--- config.mk ---
export PLATFORM = sky130hd
export DESIGN_NAME = barrel_shift_pipe
export DESIGN_NICKNAME = d
export VERILOG_FILES = /design/src/rtl/barrel_shift_pkg.sv /design/src/rtl/barrel_shift_level.sv /design/src/rtl/barrel_shift_pipe.sv
export SDC_FILE = /design/constraint.sdc
export NUM_CORES = 1
export LEC_CHECK = 0
export CAP_MARGIN = 20
export CORE_MARGIN = 2
export CORE_UTILIZATION = 59
export DETAILED_ROUTE_END_ITERATION = 6
export PLACE_DENSITY = 0.95
export SYNTH_ARGS = -nofsm -noshare
export SYNTH_HDL_FRONTEND = slang
export SYNTH_SLANG_ARGS = --single-unit
export TNS_END_PERCENT = 30
--- constraint.sdc ---
create_clock -name clk -period 2.2 [get_ports clk]
set_input_delay 0.33 -clock clk [delete_from_list [all_inputs] [get_ports clk]]
set_output_delay 0.33 -clock clk [all_outputs]
set_load 0.01 [all_outputs]
--- src/rtl/barrel_shift_pkg.sv ---
// Shared definitions for the pipelined barrel shifter: operation encodings
// and the shift-amount width derived from the data width.
package barrel_shift_pkg;

  localparam logic [1:0] OP_ROL = 2'b00;
  localparam logic [1:0] OP_SLL = 2'b01;
  localparam logic [1:0] OP_ROR = 2'b10;
  localparam logic [1:0] OP_SRA = 2'b11;

  // Number of shift-amount bits needed to express 0..width-1.
  function automatic int calc_cnt_w(input int width);
    int w;
    w = 0;
    for (int i = 0; i < 31; i++) begin
      if ((1 << i) < width) w = i + 1;
    end
    return w;
  endfunction

endpackage

--- src/rtl/barrel_shift_level.sv ---
// One shift level: moves the operand by 2^SHIFT positions for the selected
// operation when enabled, otherwise passes it through (2:1 mux per bit).
module barrel_shift_level
  import barrel_shift_pkg::*;
#(
  parameter int WIDTH = 16,
  parameter int SHIFT = 0
) (
  input  logic             en_i,
  input  logic [1:0]       op_i,
  input  logic             msb_i,
  input  logic [WIDTH-1:0] data_i,
  output logic [WIDTH-1:0] data_o
);

  localparam int DIST = 1 << SHIFT;

  for (genvar gi = 0; gi < WIDTH; gi++) begin : g_bit
    logic left_bit;
    logic right_bit;
    logic shifted_bit;

    // Bits that fall off one end wrap for rotates, else take the fill value.
    if (gi >= DIST) begin : g_left_in
      assign left_bit = data_i[gi-DIST];
    end else begin : g_left_fill
      assign left_bit = (op_i == OP_ROL) ? data_i[gi-DIST+WIDTH] : 1'b0;
    end

    if (gi + DIST < WIDTH) begin : g_right_in
      assign right_bit = data_i[gi+DIST];
    end else begin : g_right_fill
      assign right_bit = (op_i == OP_ROR) ? data_i[gi+DIST-WIDTH] : msb_i;
    end

    assign shifted_bit = op_i[1] ? right_bit : left_bit;
    assign data_o[gi]  = en_i ? shifted_bit : data_i[gi];
  end

endmodule

--- src/rtl/barrel_shift_pipe.sv ---
// Pipelined barrel shifter/rotator (ROL, SLL, ROR, SRA) with valid/ready on
// both sides; each register stage resolves CNT_W/STAGES shift-amount bits.
module barrel_shift_pipe
  import barrel_shift_pkg::*;
#(
  parameter  int WIDTH  = 16,
  parameter  int STAGES = 2,
  localparam int CNT_W  = calc_cnt_w(WIDTH)
) (
  input  logic             clk,
  input  logic             rst,
  input  logic             in_valid,
  output logic             in_ready,
  input  logic [WIDTH-1:0] in_data,
  input  logic [CNT_W-1:0] in_cnt,
  input  logic [1:0]       in_op,
  output logic             out_valid,
  input  logic             out_ready,
  output logic [WIDTH-1:0] out_data,
  output logic             out_zero
);

  localparam int GRP = CNT_W / STAGES;

  logic [STAGES:0]                load;
  logic [STAGES-1:0]              valid_src;
  logic [STAGES-1:0][WIDTH-1:0]   data_src;
  logic [CNT_W-1:0]               cnt_src [STAGES];
  logic [STAGES-1:0][1:0]         op_src;
  logic [STAGES-1:0]              msb_src;
  logic [STAGES-1:0]              stage_valid;
  logic [STAGES-1:0][WIDTH-1:0]   stage_data;

  // A stage may load when it is empty or when its successor takes its item.
  always_comb begin
    load         = '0;
    load[STAGES] = out_ready;
    for (int k = STAGES - 1; k >= 0; k--) begin
      load[k] = !stage_valid[k] || load[k+1];
    end
  end

  for (genvar gi = 0; gi < STAGES; gi++) begin : g_stage
    logic [GRP:0][WIDTH-1:0] lvl;
    logic                    valid_q;
    logic [WIDTH-1:0]        data_q;
    logic [WIDTH-1:0]        data_d;

    // Sideband feeding stage gi is captured alongside the item entering gi-1.
    if (gi == 0) begin : g_head
      assign valid_src[gi] = in_valid;
      assign data_src[gi]  = in_data;
      assign cnt_src[gi]   = in_cnt;
      assign op_src[gi]    = in_op;
      assign msb_src[gi]   = in_data[WIDTH-1];
    end else begin : g_link
      logic [CNT_W-1:0] cnt_q;
      logic [1:0]       op_q;
      logic             msb_q;

      always_ff @(posedge clk or posedge rst) begin
        if (rst) begin
          cnt_q <= '0;
          op_q  <= OP_ROL;
          msb_q <= 1'b0;
        end else if (load[gi-1] && valid_src[gi-1]) begin
          cnt_q <= cnt_src[gi-1];
          op_q  <= op_src[gi-1];
          msb_q <= msb_src[gi-1];
        end
      end

      assign valid_src[gi] = stage_valid[gi-1];
      assign data_src[gi]  = stage_data[gi-1];
      assign cnt_src[gi]   = cnt_q;
      assign op_src[gi]    = op_q;
      assign msb_src[gi]   = msb_q;
    end

    assign lvl[0] = data_src[gi];

    for (genvar gj = 0; gj < GRP; gj++) begin : g_lvl
      barrel_shift_level #(
        .WIDTH (WIDTH),
        .SHIFT (gi * GRP + gj)
      ) u_level (
        .en_i   (cnt_src[gi][gi*GRP+gj]),
        .op_i   (op_src[gi]),
        .msb_i  (msb_src[gi]),
        .data_i (lvl[gj]),
        .data_o (lvl[gj+1])
      );
    end

    assign data_d = lvl[GRP];

    always_ff @(posedge clk or posedge rst) begin
      if (rst) begin
        valid_q <= 1'b0;
        data_q  <= '0;
      end else if (load[gi]) begin
        valid_q <= valid_src[gi];
        if (valid_src[gi]) data_q <= data_d;
      end
    end

    assign stage_valid[gi] = valid_q;
    assign stage_data[gi]  = data_q;
  end

  assign in_ready  = load[0];
  assign out_valid = stage_valid[STAGES-1];
  assign out_data  = stage_data[STAGES-1];
  assign out_zero  = (stage_data[STAGES-1] == '0);

endmodule

==> metrics.yaml <==
synthArstFlopShare: 1.00
max_freq_mhz: 485
path_max_fanout: 3
end_kind: "output pin"
dr.pass1.iters: 7
cp_data_required_time_ns: 1.87
netlist_top_cells_count: "62 x nor2_1, 39 x dfrtp_1, 33 x mux2i_1"
worstSetupPathType: "flip-flop to output pin"
cts_tree: "yes"
synthAdderAreaFrac: 0
fin_nets: 395
synth_area_um2: 3000
wl_per_cell_um: 17.1
remaining_drc_errors: 0
dp_cells: 429
instances_no_fill: 437
postCtsSetupBuffers: 0
status: "complete, no violations"
worst_skew_pair.late_latency_ns: 0.29
grt_pass1_vias: 2514
hpwl_um: 5300
numClockSinks: 39
drv_cap: 0
holdWs_ns: 0.453
antenna_found_initial: 0
finalCriticalPeriod_ns: 2.06
place_worst_setup_slack_ns: 0.403
synth_cells: 337
synth_top_area_share: 0.326
drive_gt1_frac: 0.111
synthSimpleGateAreaFrac: 0.188
regArea_um2: 976
die_h_um: 75.3
synth.most_common_cell: "nor2_1"
rsz0062_at_grt: "false"
totalWireLength_um: 7460
syn_nets: 363
synth_area_per_cell_um2: 8.89
ys_warn_count: 0
worst_hold_path_type: "input pin to asynchronous set/reset pin"
clk_pin_slew_ns: 0.07
fin_skew_ns: 0.00278
synthMuxAreaShare: 0.208
synth_top_family_by_area: "compound AO/OA/AOI/OAI gates"
timing_hold_violations_final: 0
holdBufCountCts: 0
setup_viol: 0
synth_compound_area_frac: 0.212
syn2layout_area_growth_pct: 19.4
cts_made_buffers: 5
synth_edf_count: 0
fillers: 361
fp.dieW_um: 75.3
arrival_ns: 1.73
rows: 25
via_per_inst: 6.44
power_density_nw_per_um2: 755
io_buffers: 44
yosys.area_share.xor_xnor: 0
pin_count: 45
cts-root-buf: "clkbuf_8"
cts_resized: 0
die_area_um2: 5660
cts_max_path_buffers: 2
ir_drop_uv: 312
relSlewSlack: 0.470
multi_input_area_um2: 1840
ys_top_cells_by_area: "dfrtp_1 33%, mux2i_1 11%, mux4_2 8.3%"
slew_violations: 0
yosysSeqAreaShare: 0.326
gp_routability_congestion: 0.934
antenna_left: 0
leakagePower_uw: 0.00145
insertedDiodeCount: 0
grt_start_max_net_pins: 41
core_area_um2: 4820
vias: 2815
synth_seq_cells: 39
worst_pin_slew_ns: 0.795
worst_slack_ns: 0.137
h-tree-depth: 2
drt_iter0_drc: 345
crit_path_start_kind: "flip-flop"
grt_pass1_wl_um: 11900
period_share: 0.938
synth_largest_area_cell: "dfrtp_1"
setup-tns-final_ns: 0
gr-usage-all-layers: 0.275
start_util: 0.622
globalRouteOverflowTotal: 0
synth_flop_cell: "dfrtp_1"
synth_cell_types: 36
-- metal layers --
metal / global-route usage / up-vias / wire (µm)
li1: - / 1305 / -
met1: 0.351 / 1325 / 3140
met2: 0.477 / 162 / 3630
met3: 0.0428 / 23 / 505
met4: 0.0975 / 0 / 189
met5: 0 / - / 0
-- cells in the final DEF (no fill, tap or decap), types with 2 or more instances in the layout --
cell / n
a211o_1: 14
o211ai_1: 7
nor2b_1: 4
a22oi_1: 8
nand3b_1: 6
buf_2: 2
mux2_2: 2
a31oi_1: 15
buf_12: 2
mux2i_1: 33
nand2_1: 19
or3b_1: 4
clkdlybuf4s50_1: 42
buf_4: 10
a21oi_1: 29
a31oi_2: 2
mux2_1: 2
nand3_1: 3
o22ai_1: 8
nand2b_1: 8
a211oi_1: 2
o21a_1: 2
clkbuf_8: 6
nor3b_1: 3
o21ai_0: 6
nor2_1: 62
dfrtp_1: 39
nor3_1: 3
inv_1: 4
mux4_2: 11
nor4_2: 3
and2_1: 2
-- metrics by stage --
step / total power (µW) / util / cell area, µm²
after global placement: 2020 / 0.715 / 3440
after detailed placement: 2060 / 0.715 / 3440
after floorplan: 1650 / - / 3000
after global routing: 2840 / 0.743 / 3580
after CTS: 2680 / 0.739 / 3560
final: 2700 / 0.743 / 3580
-- report_power, final --
group	internal, µW	leakage, µW	switching (µW)
clock network	367	0.0000612	240
logic	517	0.000951	495
registers	876	0.000437	206
-- final timing paths --
kind	cells past startpoint	to	slack [ns]	from
worst max register to register	4	out_data[5]	0.33	g_stage[1].g_link.op_q[1]
worst min register to register	1	out_valid	0.55	g_stage[0].valid_q
worst min-delay path	3	g_stage[0].valid_q	0.45	rst
max in group asynchronous	3	g_stage[1].g_link.msb_q	1.42	rst
worst max-delay path	3	out_zero	0.14	out_data[8]
min in group clk	1	out_valid	0.55	g_stage[0].valid_q
-- logic make-up after synthesis --
family                 count (synthesis)
muxes                                 48
DFF                                   39
AOI/OAI and AO/OA                     95
and+or+nand+nor                      120
buffers and inverters                 35
-- layout make-up --
type	count	area share
Tap cell	67	0.0234
Inverter	4	0.00420
Timing Repair Buffer	56	0.152
Sequential cell	39	0.273
Clock buffer	6	0.0231
Clock inverter	2	0.00979
Multi-Input combinational cell	263	0.514
-- critical path: stages, from the launching register on --
cell and delay (ns):
dfrtp_1 0.42, nor4_2 0.30, and4_1 0.21, clkdlybuf4s50_1 0.53
-- sequential cells by signal (all words and copies together), names as in the netlist --
signal	flops
out_data	16
out_valid	1
g_stage.valid_q	1
g_stage.g_link.op_q	2
g_stage.g_link.msb_q	1
g_stage.g_link.cnt_q	2
g_stage.data_q	16
(Power assumes the default switching activity.)
